--- src/rtl/gx_pkg.sv ---
// Shared definitions for the gate-array pixel path: mode codes, pen decode,
// default geometry and the palette entry type.
package gx_pkg;

    localparam int GX_CH_W     = 4;
    localparam int GX_NPENS    = 16;
    localparam int GX_SCROLL_W = 4;

    localparam logic [1:0] MODE0 = 2'd0;
    localparam logic [1:0] MODE1 = 2'd1;
    localparam logic [1:0] MODE2 = 2'd2;
    localparam logic [1:0] MODE3 = 2'd3;

    // Palette index of the border colour (one past the last ink)
    localparam logic [4:0] BORDER_IDX = 5'(GX_NPENS);

    typedef logic [3*GX_CH_W-1:0] rgb_t;

    // Pen of the leftmost pixel held in s; later pixels reach it by left shifts.
    function automatic logic [3:0] pen_decode(input logic [1:0] m,
                                              input logic [7:0] s,
                                              input logic [3:0] mask);
        logic [3:0] p;
        case (m)
            MODE0:        p = {s[1], s[5], s[3], s[7]};
            MODE2:        p = {3'b000, s[7]};
            MODE1, MODE3: p = {2'b00, s[3], s[7]};
            default:      p = 4'd0;
        endcase
        return p & mask;
    endfunction

endpackage

--- src/rtl/gx_scroll_delay.sv ---
// Tap-select shift line for the {border,pen} stream; tap 0 bypasses the line,
// tap k returns the value that entered k pixel ticks earlier.
module gx_scroll_delay
    import gx_pkg::*;
#(
    parameter int         W       = 5,
    parameter int         TAP_W   = GX_SCROLL_W,
    parameter logic [W-1:0] RST_VAL = '0
) (
    input  logic             clk,
    input  logic             rst_n,
    input  logic             cen,
    input  logic [W-1:0]     din,
    input  logic [TAP_W-1:0] tap,
    output logic [W-1:0]     dout
);

    localparam int DEPTH = (1 << TAP_W) - 1;

    logic [W-1:0] taps [DEPTH+1];

    assign taps[0] = din;

    generate
        for (genvar gi = 0; gi < DEPTH; gi++) begin : g_stage
            logic [W-1:0] q_reg;
            always_ff @(posedge clk or negedge rst_n) begin
                if (!rst_n) begin
                    q_reg <= RST_VAL;
                end else if (cen) begin
                    q_reg <= taps[gi];
                end
            end
            assign taps[gi+1] = q_reg;
        end
    endgenerate

    assign dout = taps[tap];

endmodule

--- src/rtl/gx_pixel_pipeline.sv ---
// Video byte serialiser with soft horizontal scroll and writable RGB palette,
// feeding a two-stage registered colour output.
module gx_pixel_pipeline
    import gx_pkg::*;
#(
    parameter int CH_W     = GX_CH_W,
    parameter int NPENS    = GX_NPENS,
    parameter int SCROLL_W = GX_SCROLL_W
) (
    input  logic                clk,
    input  logic                rst_n,
    input  logic                cen_16,
    input  logic                load,
    input  logic [7:0]          video,
    input  logic                dispen,
    input  logic [1:0]          mode,
    input  logic                mode_sync,
    input  logic [SCROLL_W-1:0] scroll,
    input  logic                force_blank,
    input  logic                pal_we,
    input  logic [4:0]          pal_addr,
    input  logic [3*CH_W-1:0]   pal_wdata,
    output logic [3:0]          pen_id,
    output logic                is_border,
    output logic [3*CH_W-1:0]   rgb
);

    localparam logic [3:0] PEN_MASK    = 4'(NPENS - 1);
    localparam logic [4:0] BORDER_ADDR = 5'(NPENS);
    localparam logic [4:0] BORDER_PAIR = 5'b10000;

    logic [1:0]          mode_q_reg;
    logic [SCROLL_W-1:0] scroll_q_reg;
    logic [1:0]          act_mode_reg;
    logic [7:0]          shreg_reg;
    logic                dispen_q_reg;
    logic [2:0]          tc_reg;
    logic                shift_tick;
    logic [3:0]          pen_raw;
    logic [4:0]          pair_in;
    logic [4:0]          pair_tap;
    logic [4:0]          s1_pair_reg;
    logic [4:0]          s2_pair_reg;
    logic [4:0]          rd_addr;
    logic [3*CH_W-1:0]   pal_rd_reg;
    logic [3*CH_W-1:0]   pal_mem [NPENS+1];

    // Committed settings; mode is latched into act_mode only at the next load
    always_ff @(posedge clk or negedge rst_n) begin
        if (!rst_n) begin
            mode_q_reg   <= MODE1;
            scroll_q_reg <= '0;
        end else if (mode_sync) begin
            mode_q_reg   <= mode;
            scroll_q_reg <= scroll;
        end
    end

    always_comb begin
        shift_tick = 1'b0;
        case (act_mode_reg)
            MODE2:   shift_tick = 1'b1;
            MODE1:   shift_tick = tc_reg[0];
            default: shift_tick = (tc_reg == 3'd3);
        endcase
    end

    always_ff @(posedge clk or negedge rst_n) begin
        if (!rst_n) begin
            shreg_reg    <= '0;
            dispen_q_reg <= 1'b0;
            tc_reg       <= '0;
            act_mode_reg <= MODE1;
        end else if (cen_16) begin
            if (load) begin
                shreg_reg    <= video;
                dispen_q_reg <= dispen;
                tc_reg       <= '0;
                act_mode_reg <= mode_q_reg;
            end else begin
                tc_reg <= tc_reg + 3'd1;
                if (shift_tick) begin
                    shreg_reg <= {shreg_reg[6:0], 1'b0};
                end
            end
        end
    end

    assign pen_raw = pen_decode(act_mode_reg, shreg_reg, PEN_MASK);
    assign pair_in = dispen_q_reg ? {1'b0, pen_raw} : BORDER_PAIR;

    gx_scroll_delay #(
        .W       (5),
        .TAP_W   (SCROLL_W),
        .RST_VAL (BORDER_PAIR)
    ) u_scroll_delay (
        .clk   (clk),
        .rst_n (rst_n),
        .cen   (cen_16),
        .din   (pair_in),
        .tap   (scroll_q_reg),
        .dout  (pair_tap)
    );

    assign rd_addr = s1_pair_reg[4] ? BORDER_ADDR : {1'b0, s1_pair_reg[3:0]};

    always_ff @(posedge clk) begin
        if (pal_we && (pal_addr <= BORDER_ADDR)) begin
            pal_mem[pal_addr] <= pal_wdata;
        end
    end

    // Registered palette read; a same-clock write to the read entry wins
    always_ff @(posedge clk or negedge rst_n) begin
        if (!rst_n) begin
            s1_pair_reg <= BORDER_PAIR;
            s2_pair_reg <= BORDER_PAIR;
            pal_rd_reg  <= '0;
        end else if (cen_16) begin
            s1_pair_reg <= pair_tap;
            s2_pair_reg <= s1_pair_reg;
            pal_rd_reg  <= (pal_we && (pal_addr == rd_addr)) ? pal_wdata : pal_mem[rd_addr];
        end
    end

    always_ff @(posedge clk or negedge rst_n) begin
        if (!rst_n) begin
            rgb       <= '0;
            pen_id    <= '0;
            is_border <= 1'b1;
        end else if (cen_16) begin
            rgb       <= force_blank ? '0 : pal_rd_reg;
            pen_id    <= s2_pair_reg[4] ? 4'd0 : s2_pair_reg[3:0];
            is_border <= s2_pair_reg[4];
        end
    end

endmodule

--- config.mk ---
export PLATFORM = sky130hd
export DESIGN_NAME = gx_pixel_pipeline
export DESIGN_NICKNAME = d
export VERILOG_FILES = /design/src/rtl/gx_pkg.sv /design/src/rtl/gx_scroll_delay.sv /design/src/rtl/gx_pixel_pipeline.sv
export SDC_FILE = /design/constraint.sdc
export NUM_CORES = 1
export LEC_CHECK = 0
export BUFFER_PORTS_ARGS = -buffer_cell sky130_fd_sc_hd__clkbuf_2
export CORE_AREA = 10 10 180 182
export CTS_CLUSTER_SIZE = 24
export DETAILED_ROUTE_END_ITERATION = 6
export DIE_AREA = 0 0 190 192
export PLACE_DENSITY = 0.73
export RECOVER_POWER = 50
export SLEW_MARGIN = 10
export SYNTH_ARGS = -nofsm -noshare
export SYNTH_HDL_FRONTEND = slang
export SYNTH_SLANG_ARGS = --single-unit
--- constraint.sdc ---
create_clock -name clk -period 3.15 [get_ports clk]
set_input_delay 0.945 -clock clk [delete_from_list [all_inputs] [get_ports clk]]
set_output_delay 0.945 -clock clk [all_outputs]
set_load 0.05 [all_outputs]
After elaboration in Yosys (flattened, before gate mapping). Memories as Yosys holds them, arrays and structs flattened. A register that Yosys moved wholly into a read port is not among the register bits. Index checks and enable logic that the tools add are counted.

Div/mod/pow operators: 0. Mux-type cells: 14. $mul: 0. Bitwise gates (word level): 1. Add/subtract/negate cells: 1. Equal/unequal tests: 4. Reduce and logical (&&, ||, !) cells: 7. Order comparisons: 2. Shift operators: 0.

Operators with widths (number): binary-select mux 5 bit (select 4 bit) (1); 2-to-1 mux 5 bit (4); 2-to-1 mux 8 bit (2); 2-to-1 mux 12 bit (1); one-hot mux 4 bit (3 select lines) (1); greater-or-equal comparator 5 bit, second input constant (1); less-or-equal comparator 5 bit, second input constant (1); inverter 4 -> 5 bit (1); == test 2 bit, second input constant (2); 2-to-1 mux 4 bit (1); AND reduction 2 bit (2); adder 3 x 1 -> 3 bit, second input constant (1); == test 3 x 2 -> 1 bit, second input constant (1); 2-to-1 mux 3 bit (1); == test 2 x 1 -> 1 bit, second input constant (1); logical NOT 2 bit (1); 2-to-1 mux 1 bit (2); one-hot mux 1 bit (2 select lines) (1); nonzero test 2 bit (1); OR reduction 2 bit (1); logical AND 1 bit (1); logical NOT 1 bit (1).

Memory bits (read-only): 0. Output and inout port bits: 17. Register bits after elaboration: 122. Input port bits: 39. Bits in latches: 0. Memory bits (writable): 204. Memories: 1.

Memories: pal_mem (words 17, bits a word 12, rd ports 1, clocked after memory_dff 1, write ports 1, RTL line gx_pixel_pipeline.sv:46) `logic [3*CH_W-1:0] pal_mem [NPENS+1];`.

Logic depth before layout (Yosys ltp). Gate-level depths: netlist of the first run.

Depth in word-level cells: 7. Mapped depth: 8. Mapped depth without buffers: 7.

Hierarchy. From an unflattened synthesis of the first run, not the netlist that was laid out.

Cell total of the unflattened synthesis: 939. Area total of the unflattened synthesis: 14313.7 sq um.

Modules (own cells, without submodules): gx_pixel_pipeline (times used 1, cells an instance 734, area each 10936.7 sq um, sequential area each 7608.5 sq um); gx_scroll_delay (times used 1, cells an instance 205, area each 3377.0 sq um, sequential area each 1895.6 sq um).

Least setup slack after synthesis of the first run. Ideal clock, no wire load.

Kind: input-to-reg. From: input port pal_we. To: memory pal_mem[4][0] (netlist name) (enable). Stages on the path: 3. Path buffers: 0. Slack: 0.558 ns. Arrival time: 2.196 ns. Path through: nor2b_1 -> nand3b_1 -> nor3_1.

Longest elaborated chain between the ends: 3.

RTL lines: from (decl) (RTL line gx_pixel_pipeline.sv:20) `input logic pal_we,`; logical AND 1 bit (RTL line gx_pixel_pipeline.sv:108) `if (pal_we && (pal_addr <= BORDER_ADDR)) begin`; 2-to-1 mux 1 bit (RTL line gx_pixel_pipeline.sv:108); 2-to-1 mux 1 bit (implied by the code) (RTL line gx_pixel_pipeline.sv:109) `pal_mem[pal_addr] <= pal_wdata;`; to (decl) (RTL line gx_pixel_pipeline.sv:46).

No other way between the ends.

==> results of run 1 <==
per-stage QoR:
step	cells	hold slack, ns
CTS	1417	0.417
floorplan	935	0.449
detailed placement	1354	0.481
global placement	1354	0.465
global route	1418	0.505
finish	1418	0.483
Yosys cell counts (3+ instances only):
cell type	instances	area, um^2
sky130_fd_sc_hd__edfxtp_1	204	6130
sky130_fd_sc_hd__dfrtp_1	114	2850
sky130_fd_sc_hd__mux2_2	89	1000
sky130_fd_sc_hd__mux2i_1	88	881
sky130_fd_sc_hd__nand2_1	41	154
sky130_fd_sc_hd__nor2_1	37	139
sky130_fd_sc_hd__inv_1	35	131
sky130_fd_sc_hd__a21oi_1	29	145
sky130_fd_sc_hd__clkbuf_1	24	90.1
sky130_fd_sc_hd__mux4_2	24	541
sky130_fd_sc_hd__o21ai_0	24	120
sky130_fd_sc_hd__dfstp_2	20	526
sky130_fd_sc_hd__nand3b_1	20	150
sky130_fd_sc_hd__a22oi_1	18	135
sky130_fd_sc_hd__o211ai_1	18	135
sky130_fd_sc_hd__buf_2	16	80.1
sky130_fd_sc_hd__nor2b_1	14	87.6
sky130_fd_sc_hd__o221ai_1	13	114
sky130_fd_sc_hd__a221o_1	12	120
sky130_fd_sc_hd__a221oi_1	9	78.8
sky130_fd_sc_hd__buf_4	9	67.6
sky130_fd_sc_hd__buf_6	7	78.8
sky130_fd_sc_hd__nand2b_1	7	43.8
sky130_fd_sc_hd__and3_1	6	37.5
sky130_fd_sc_hd__nand3_1	6	30.0
sky130_fd_sc_hd__ha_1	5	62.6
sky130_fd_sc_hd__nor3_1	5	25.0
sky130_fd_sc_hd__a211oi_1	4	30.0
sky130_fd_sc_hd__a31oi_1	4	25.0
sky130_fd_sc_hd__o21a_1	3	22.5
sky130_fd_sc_hd__o22ai_1	3	18.8
path summary, 6_finish.rpt:
check	start	endpoint
min reg2reg	u_scroll_delay.g_stage[0].q_reg[4]	u_scroll_delay.g_stage[0].q_reg[4]
max reg2reg	s1_pair_reg[4]	pal_rd_reg[8]
min	u_scroll_delay.g_stage[0].q_reg[4]	u_scroll_delay.g_stage[0].q_reg[4]
max in group asynchronous	rst_n	u_scroll_delay.g_stage[14].q_reg[3]
min in group asynchronous	rst_n	u_scroll_delay.g_stage[1].q_reg[0]
max	cen_16	pal_rd_reg[7]
worst min-delay path: stages, from the launching register on:
cell and delay, ns:
sky130_fd_sc_hd__dfstp_2 0.37, sky130_fd_sc_hd__inv_1 0.05, sky130_fd_sc_hd__mux2i_1 0.06
logic make-up (layout without fill, tap and decap cells):
group / Yosys count / in the layout / share of synthesized area
flops: 338 / 338 / 0.666
mux: 201 / 201 / 0.170
compound gates: 149 / 149 / 0.0742
simple gates: 145 / 145 / 0.0520
buf+inv: 94 / 192 / 0.0322
fa+ha+maj: 5 / 5 / 0.00438
xor+xnor: 3 / 3 / 0.00184
other cells: 0 / 1 / 0
power by group through the flow:
stage                     Combinational, mW  Clock, mW  Sequential, mW
after global routing                   3.24       4.10            6.21
after floorplan                        2.26          0            5.99
after global placement                 2.91          0            6.16
final                                  2.97       3.85            6.11
after CTS                              3.00       3.92            6.11
after detailed placement               2.98          0            6.19
final cells by class:
cell class	instances	area, um^2	area share
repair buffers	93	578	0.0359
clock buffers	50	1000	0.0624
well taps	384	480	0.0299
clock inverters	13	67.6	0.00420
multi-input cells	503	4310	0.268
flip-flops and latches	338	9510	0.591
diodes	1	2.50	0.000156
inverters	36	135	0.00840
layer usage:
metal	global-route usage	up-vias	part of all wire
li1	-	3702	-
met1	0.230	4106	0.43
met2	0.263	272	0.47
met3	0.0326	61	0.071
met4	0.0543	0	0.025
met5	0	-	0
==> metrics.json, run 1 <==
{
  "layout.nets": 1051,
  "cellPowerDensity_nw_per_um2": 804,
  "starting_density_of_the_core": 0.499,
  "max-vdd-ir-drop_v": 0.000324,
  "ctsResizeCount": 0,
  "fillers": 2182,
  "synth.avg_cell_area_um2": 15.3,
  "drc_errors": 0,
  "vias": 8141,
  "synthToLayoutAreaGrowth_pct": 12.7,
  "worst_path_dominant_cell_family": "buffers and inverters",
  "dieArea_um2": 36500,
  "hpwl_um": 19400,
  "totalNegativeSetupSlack_ns": 0,
  "netlist_instances": 935,
  "p_seq_frac": 0.473,
  "hold_depth": 2,
  "grt_util_all_layers": 0.167,
  "tightestPinTransition_ns": 1.42,
  "fin_util": 0.562,
  "number_of_input_and_output_port_buffers_inserted": 55,
  "cts_buffer_depth": 3,
  "clock_latency_ns": 0.51,
  "ant_nets": 0,
  "critical-path-slowest-cell": "sky130_fd_sc_hd__clkbuf_1",
  "detailedPlace.worstSlack_ns": 0.621,
  "clock_tree_from_tritoncts": "yes",
  "die-height_um": 192,
  "slew_violations": 0,
  "worst_min_delay_path_class": "reg -> reg",
  "tritoncts.num_buffers": 35,
  "worstPathMaxFanout": 20,
  "fin_skew_ns": 0.0143,
  "number_of_logic_stages_on_the_critical_path_including_buffering": 4,
  "crit_path_start_kind": "input pin",
  "place.gp.congestion": 0.919,
  "count_of_final_hold_check_violations": 0,
  "power.switching_mw": 3.87,
  "finalCritPeriodShare": 0.806,
  "internal_power_mw": 9.06,
  "rsz0062_at_grt": "no",
  "synth-edff-count": 204,
  "async_set_reset_flop_share_out_of_synthesis": 0.396,
  "global_route_wire_length_before_repair_um": 48100,
  "postSynthRegisterBits": 338,
  "outcome": "finished, final reports clean",
  "yosysUniqueCellTypes": 53,
  "setup.worst_path.class": "in -> reg",
  "cts_setup_buffers": 0,
  "num_rows": 62,
  "placed_cell_area_um2": 15100,
  "cts-root-buf": "sky130_fd_sc_hd__clkbuf_16",
  "drt_first_pass_iters": 5,
  "report.final.setup_viol": 0,
  "final_area_um2": 16100,
  "crit_path_cell_trace": "clkbuf_1 -> clkinv_1 -> nor2_2 -> a221o_1",
  "ios": 56,
  "worst_setup_hold_path_clk_slew_ns": 0.06,
  "postCtsHoldBufs": 0,
  "layout.cells.most_common": "sky130_fd_sc_hd__edfxtp_1",
  "crit_buf_inv": 2,
  "layout_setup_ws_ns": 0.610,
  "detailed_route_wl_um": 30400,
  "antenna_found_initial": 1,
  "worstPathRequired_ns": 3.59,
  "most-common-layout-cells": "sky130_fd_sc_hd__edfxtp_1, sky130_fd_sc_hd__dfrtp_1, sky130_fd_sc_hd__mux2_2",
  "layout-drive-gt1-share": 0.260,
  "combinationalPowerShare": 0.230,
  "finalPower_mw": 12.9,
  "detail_route.vias_per_cell": 5.74,
  "largest_net_degree_at_the_start_of_global_routing": 83,
  "cts_max_level": 2,
  "maxSlewHeadroom": 0.0542,
  "final_period_minus_worst_setup_slack_ns": 2.54,
  "power.share.switching": 0.300,
  "fp.coreArea_um2": 28600,
  "worstSetupEndpointType": "register",
  "clock-sinks": 338,
  "r2r_setup_slack_ns": 0.77,
  "fmax_mhz": 394,
  "postSynth.topFlopCell": "sky130_fd_sc_hd__edfxtp_1",
  "synth_nets": 979,
  "largest_reg_flops": 204,
  "ys.warnings.count": 0,
  "r2r_cells": 6,
  "grt_remaining_overflow": 0,
  "max-cap-violations": 0,
  "worst_path_max_stage_delay_ns": 0.72,
  "routedWlPerCell_um": 21.4,
  "synth-seq-area-share": 0.666,
  "critPathArrivalTime_ns": 2.98,
  "die_width_um": 190,
  "leakage_nw": 6.07,
  "pwr-share-clk": 0.297,
  "dr.first_iter.drc_count": 799,
  "synthesis.area_um2": 14300,
  "vias_in_the_first_global_route": 8386
}
No activity file was read; power rests on OpenSTA's default activity.
==> inputs of run 2 (changes only) <==
Settings changed: ABC_AREA from default to 1, CORE_AREA 10 10 180 182 to 10 10 184 186, DIE_AREA 0 0 190 192 to 0 0 194 196.
Clock period 3.15 ns to 2.5 ns, I/O delays scaled along.
==> metrics.json, run 2 <==
{
  "worst_path_dominant_cell_family": {"value": "simple AND/OR/NAND/NOR gates", "change": "was buffers and inverters"},
  "count_of_final_hold_check_violations": {"value": 0, "change": "unchanged"},
  "synth_area_leader_cell": {"value": "sky130_fd_sc_hd__edfxtp_1", "change": "unchanged"},
  "post-synth-top-count-cell": {"value": "sky130_fd_sc_hd__nand2_1", "change": "was sky130_fd_sc_hd__edfxtp_1"},
  "dieArea": {"value": 38000, "unit": "um^2", "change": "was 36500 um^2"},
  "r2r_setup_slack": {"value": 0.14, "unit": "ns", "change": "was 0.77 ns"},
  "clock_tree_from_tritoncts": {"value": "yes", "change": "unchanged"},
  "regToRegEndpoint": {"value": "pal_rd_reg[7]", "change": "was pal_rd_reg[8]"},
  "largest_reg_flops": {"value": 204, "change": "unchanged"},
  "crit_buf_inv": {"value": 2, "change": "unchanged"},
  "maxSlewHeadroom": {"value": -0.164, "change": "was 0.0542"},
  "clock_latency": {"value": 0.52, "unit": "ns", "change": "was 0.51 ns"},
  "largest_net_degree_at_the_start_of_global_routing": {"value": 123, "change": "was 83"},
  "drt_first_pass_iters": {"value": 6, "change": "was 5"},
  "dr.first_iter.drc_count": {"value": 1094, "change": "was 799"},
  "report.final.setup_viol": {"value": 0, "change": "unchanged"},
  "drc_errors": {"value": 0, "change": "unchanged"},
  "final_period_minus_worst_setup_slack_ns": 2.36,
  "postSynthRegisterBits": {"value": 338, "change": "unchanged"},
  "antennaDiodeCount": {"value": 0, "change": "was 1"},
  "fin_skew": {"value": 0.0342, "unit": "ns", "change": "was 0.0143 ns"},
  "synthToLayoutAreaGrowth": {"value": 13.4, "unit": "%", "change": "was 12.7%"},
  "yosysTopAreaCellShare": {"value": 0.411, "change": "was 0.429"},
  "worst_path_max_stage_delay": {"value": 0.68, "unit": "ns", "change": "was 0.72 ns"},
  "worstPathRequired": {"value": 2.88, "unit": "ns", "change": "was 3.59 ns"},
  "ys.warnings.count": {"value": 0, "change": "unchanged"},
  "tritoncts.num_buffers": {"value": 36, "change": "was 35"},
  "cts-root-buf": {"value": "sky130_fd_sc_hd__clkbuf_16", "change": "unchanged"},
  "cts_max_level": {"value": 2, "change": "unchanged"},
  "detailed_route_wl": {"value": 37400, "unit": "um", "change": "was 30400 um"},
  "critPathArrivalTime": {"value": 2.74, "unit": "ns", "change": "was 2.98 ns"},
  "leakage": {"value": 7.36, "unit": "nW", "change": "was 6.07 nW"},
  "synth_nets": {"value": 1615, "change": "was 979"},
  "crit_path_start_kind": {"value": "register", "change": "was input pin"},
  "starting_density_of_the_core": {"value": 0.492, "change": "was 0.499"},
  "die-height": {"value": 196, "unit": "um", "change": "was 192 um"},
  "postSynth.topFlopCell": {"value": "sky130_fd_sc_hd__edfxtp_1", "change": "unchanged"},
  "min-delay-start": {"value": "mode[0]", "change": "was u_scroll_delay.g_stage[0].q_reg[4]"},
  "synth-seq-area-share": {"value": 0.638, "change": "was 0.666"},
  "worst_min_delay_path_class": {"value": "in -> reg", "change": "was reg -> reg"},
  "rsz0062_at_grt": {"value": "no", "change": "unchanged"},
  "synth-edff-count": {"value": 204, "change": "unchanged"},
  "crit-reg2reg-launch": {"value": "s1_pair_reg[4]", "change": "unchanged"},
  "vias_in_the_first_global_route": {"value": 10400, "change": "was 8386"},
  "grt_remaining_overflow": {"value": 0, "change": "unchanged"},
  "timing.critical_path.mode_cell": "sky130_fd_sc_hd__nand2_1",
  "antenna_found_initial": {"value": 0, "change": "was 1"},
  "grt_util_all_layers": {"value": 0.192, "change": "was 0.167"},
  "synth_area_leaders": {"value": "sky130_fd_sc_hd__edfxtp_1, sky130_fd_sc_hd__dfrtp_1, sky130_fd_sc_hd__nand2_1", "change": "was sky130_fd_sc_hd__edfxtp_1, sky130_fd_sc_hd__dfrtp_1, sky130_fd_sc_hd__mux2_2"},
  "setup.worst_path.class": {"value": "reg -> reg", "change": "was in -> reg"},
  "die_width": {"value": 194, "unit": "um", "change": "was 190 um"},
  "layout.cells.most_common": {"value": "sky130_fd_sc_hd__nand2_1", "change": "was sky130_fd_sc_hd__edfxtp_1"},
  "num_rows": {"value": 64, "change": "was 62"},
  "fp.coreArea": {"value": 30300, "unit": "um^2", "change": "was 28600 um^2"},
  "max-cap-violations": {"value": 1, "change": "was 0"},
  "fin_util": {"value": 0.559, "change": "was 0.562"},
  "crit_path_cell_trace": {"value": "inv_4 -> nand2_4 -> buf_12 -> nand2_1 -> nand3_1 -> nand3_1 -> nand3_1 -> nand2_1 -> nand2_1 -> nand2_1 -> nand2_1 -> nand2_1", "change": "was clkbuf_1 -> clkinv_1 -> nor2_2 -> a221o_1"},
  "totalNegativeSetupSlack": {"value": 0, "unit": "ns", "change": "unchanged"},
  "worst_setup_hold_path_clk_slew": {"value": 0.06, "unit": "ns", "change": "about the same"},
  "clock-sinks": {"value": 338, "change": "unchanged"},
  "r2r_cells": {"value": 12, "change": "was 6"},
  "cts_buffer_depth": {"value": 3, "change": "unchanged"},
  "violations": "capacitance limit, slew limit",
  "detail_route.vias_per_cell": {"value": 5.33, "change": "was 5.74"},
  "ios": {"value": 56, "change": "unchanged"},
  "layout-drive-gt1-share": {"value": 0.106, "change": "was 0.260"},
  "synth.avg_cell_area": {"value": 9.49, "unit": "um^2", "change": "was 15.3 um^2"},
  "fmax_mhz": 424,
  "timing.hold.worst_endpoint": {"value": "mode_q_reg[0]", "change": "was u_scroll_delay.g_stage[0].q_reg[4]"},
  "outcome": {"value": "complete, but fails checks", "change": "was finished, final reports clean"},
  "global_route_wire_length_before_repair": {"value": 58800, "unit": "um", "change": "was 48100 um"},
  "hpwl": {"value": 24200, "unit": "um", "change": "was 19400 um"},
  "tightestPinTransition": {"value": 1.75, "unit": "ns", "change": "was 1.42 ns"},
  "critical-path-slowest-cell": {"value": "sky130_fd_sc_hd__dfstp_2", "change": "was sky130_fd_sc_hd__clkbuf_1"},
  "routedWlPerCell": {"value": 18.2, "unit": "um", "change": "was 21.4 um"},
  "finalCritPeriodShare": 0.943,
  "cts_setup_buffers": {"value": 0, "change": "unchanged"},
  "worstSetupEndpointType": {"value": "register", "change": "unchanged"},
  "synth_top_cells_by_count": {"value": "sky130_fd_sc_hd__nand2_1, sky130_fd_sc_hd__inv_1, sky130_fd_sc_hd__edfxtp_1, sky130_fd_sc_hd__o21ai_0, sky130_fd_sc_hd__nand3_1", "change": "was sky130_fd_sc_hd__edfxtp_1, sky130_fd_sc_hd__dfrtp_1, sky130_fd_sc_hd__mux2_2, sky130_fd_sc_hd__mux2i_1, sky130_fd_sc_hd__nand2_1"},
  "synthesis.area": {"value": 14900, "unit": "um^2", "change": "was 14300 um^2"},
  "vias": {"value": 11000, "change": "was 8141"},
  "hold_depth": {"value": 3, "change": "was 2"},
  "async_set_reset_flop_share_out_of_synthesis": {"value": 0.396, "change": "unchanged"},
  "place.gp.congestion": {"value": 0.989, "change": "was 0.919"},
  "netlist_instances": {"value": 1571, "change": "was 935"},
  "layout.nets": {"value": 1679, "change": "was 1051"},
  "max-vdd-ir-drop": {"value": 0.000558, "unit": "V", "change": "was 0.000324 V"},
  "yosysUniqueCellTypes": {"value": 31, "change": "was 53"},
  "cellPowerDensity": {"value": 876, "unit": "nW/um^2", "change": "was 804 nW/um^2"},
  "number_of_input_and_output_port_buffers_inserted": {"value": 55, "change": "unchanged"},
  "most-common-layout-cells": {"value": "sky130_fd_sc_hd__nand2_1, sky130_fd_sc_hd__inv_1, sky130_fd_sc_hd__edfxtp_1", "change": "was sky130_fd_sc_hd__edfxtp_1, sky130_fd_sc_hd__dfrtp_1, sky130_fd_sc_hd__mux2_2"},
  "worstPathMaxFanout": {"value": 40, "change": "was 20"},
  "slew_violations": {"value": 40, "change": "was 0"},
  "ant_nets": {"value": 0, "change": "unchanged"}
}
## run 2: cell count changes after synthesis, moves of 88 or more
cell	change
sky130_fd_sc_hd__inv_1	+183
sky130_fd_sc_hd__mux2_2	-89
sky130_fd_sc_hd__mux2i_1	-88
sky130_fd_sc_hd__nand2_1	+327
sky130_fd_sc_hd__nand3_1	+150
sky130_fd_sc_hd__nor2_1	+117
sky130_fd_sc_hd__o21ai_0	+151
## run 2: metrics by stage
stage / hold WS [ns] / cell area (um^2) / std cells / worst slack, ns / power [mW]
finish: 0.423 / 16900 / 2059 / 0.144 / 14.8
global route: 0.440 / 16900 / 2059 / 0.0460 / 15.5
CTS: 0.144 / 17000 / 2059 / 0.0618 / 14.9
detailed placement: 0.465 / 15800 / 1992 / 0.0399 / 9.48
global placement: 0.451 / 15800 / 1992 / 0.0483 / 9.43
floorplan: 0.443 / 14900 / 1571 / 0.308 / 8.54
## run 2: worst min-delay path, cell delays in order
cell	delay [ns]
sky130_fd_sc_hd__clkbuf_2	0.08
sky130_fd_sc_hd__nand2_1	0.04
sky130_fd_sc_hd__o21ai_0	0.07
## run 2: power by group
part	switching [mW]	internal, mW
sequential	0.262	6.40
clock	2.12	3.26
combinational	1.96	0.798
total	4.35	10.5
## run 2: worst max-delay path by stage
stage,from,to,slack [ns],cells past startpoint
6_report,s1_pair_reg[4],pal_rd_reg[7],0.14,12
5_1_grt,s1_pair_reg[4],pal_rd_reg[9],0.05,12
2_1_floorplan,pal_addr[0],pal_mem[13][0],0.31,5
3_5_place_dp,s1_pair_reg[4],pal_rd_reg[3],0.04,11
3_3_place_gp,s1_pair_reg[4],pal_rd_reg[3],0.05,11
4_1_cts,s1_pair_reg[0],pal_rd_reg[4],0.06,12
## run 2: final cells by class
| type | count | area (um^2) |
|---|---|---|
| fill | 2645 | 13400 |
| tap | 396 | 495 |
| inverter | 221 | 832 |
| clock inverter | 15 | 179 |
| sequential | 338 | 9510 |
| multi-input combinational | 932 | 4190 |
| clock buffer | 51 | 1020 |
| timing repair buffer | 106 | 686 |
## run 2: layer usage
| layer | vias up | routed length [um] | track usage |
|---|---|---|---|
| met1 | 5251 | 16400 | 0.269 |
| met3 | 72 | 2920 | 0.0343 |
| met4 | 0 | 976 | 0.0547 |
| met2 | 422 | 17100 | 0.299 |
| li1 | 5220 | - | - |
| met5 | - | 0 | 0 |
## run 2: kinds of logic (layout without fill, tap and decap cells)
group / count (synthesis) / in the layout / share of synthesized area
AO/OA/AOI/OAI: 235 / 235 / 0.0839
XOR/XNOR: 3 / 3 / 0.00277
adder cells (fa/ha/maj): 5 / 5 / 0.00420
buffers and inverters: 302 / 393 / 0.0822
flip-flops: 338 / 338 / 0.638
AND/OR/NAND/NOR: 688 / 689 / 0.189
## run 2: timing repair
item                                    CTS  global route
hold buffers                              0             0
endpoints found under the setup margin    2            12
resized for setup                         0             2
cloned                                    1             0
pin swaps                                 1             0
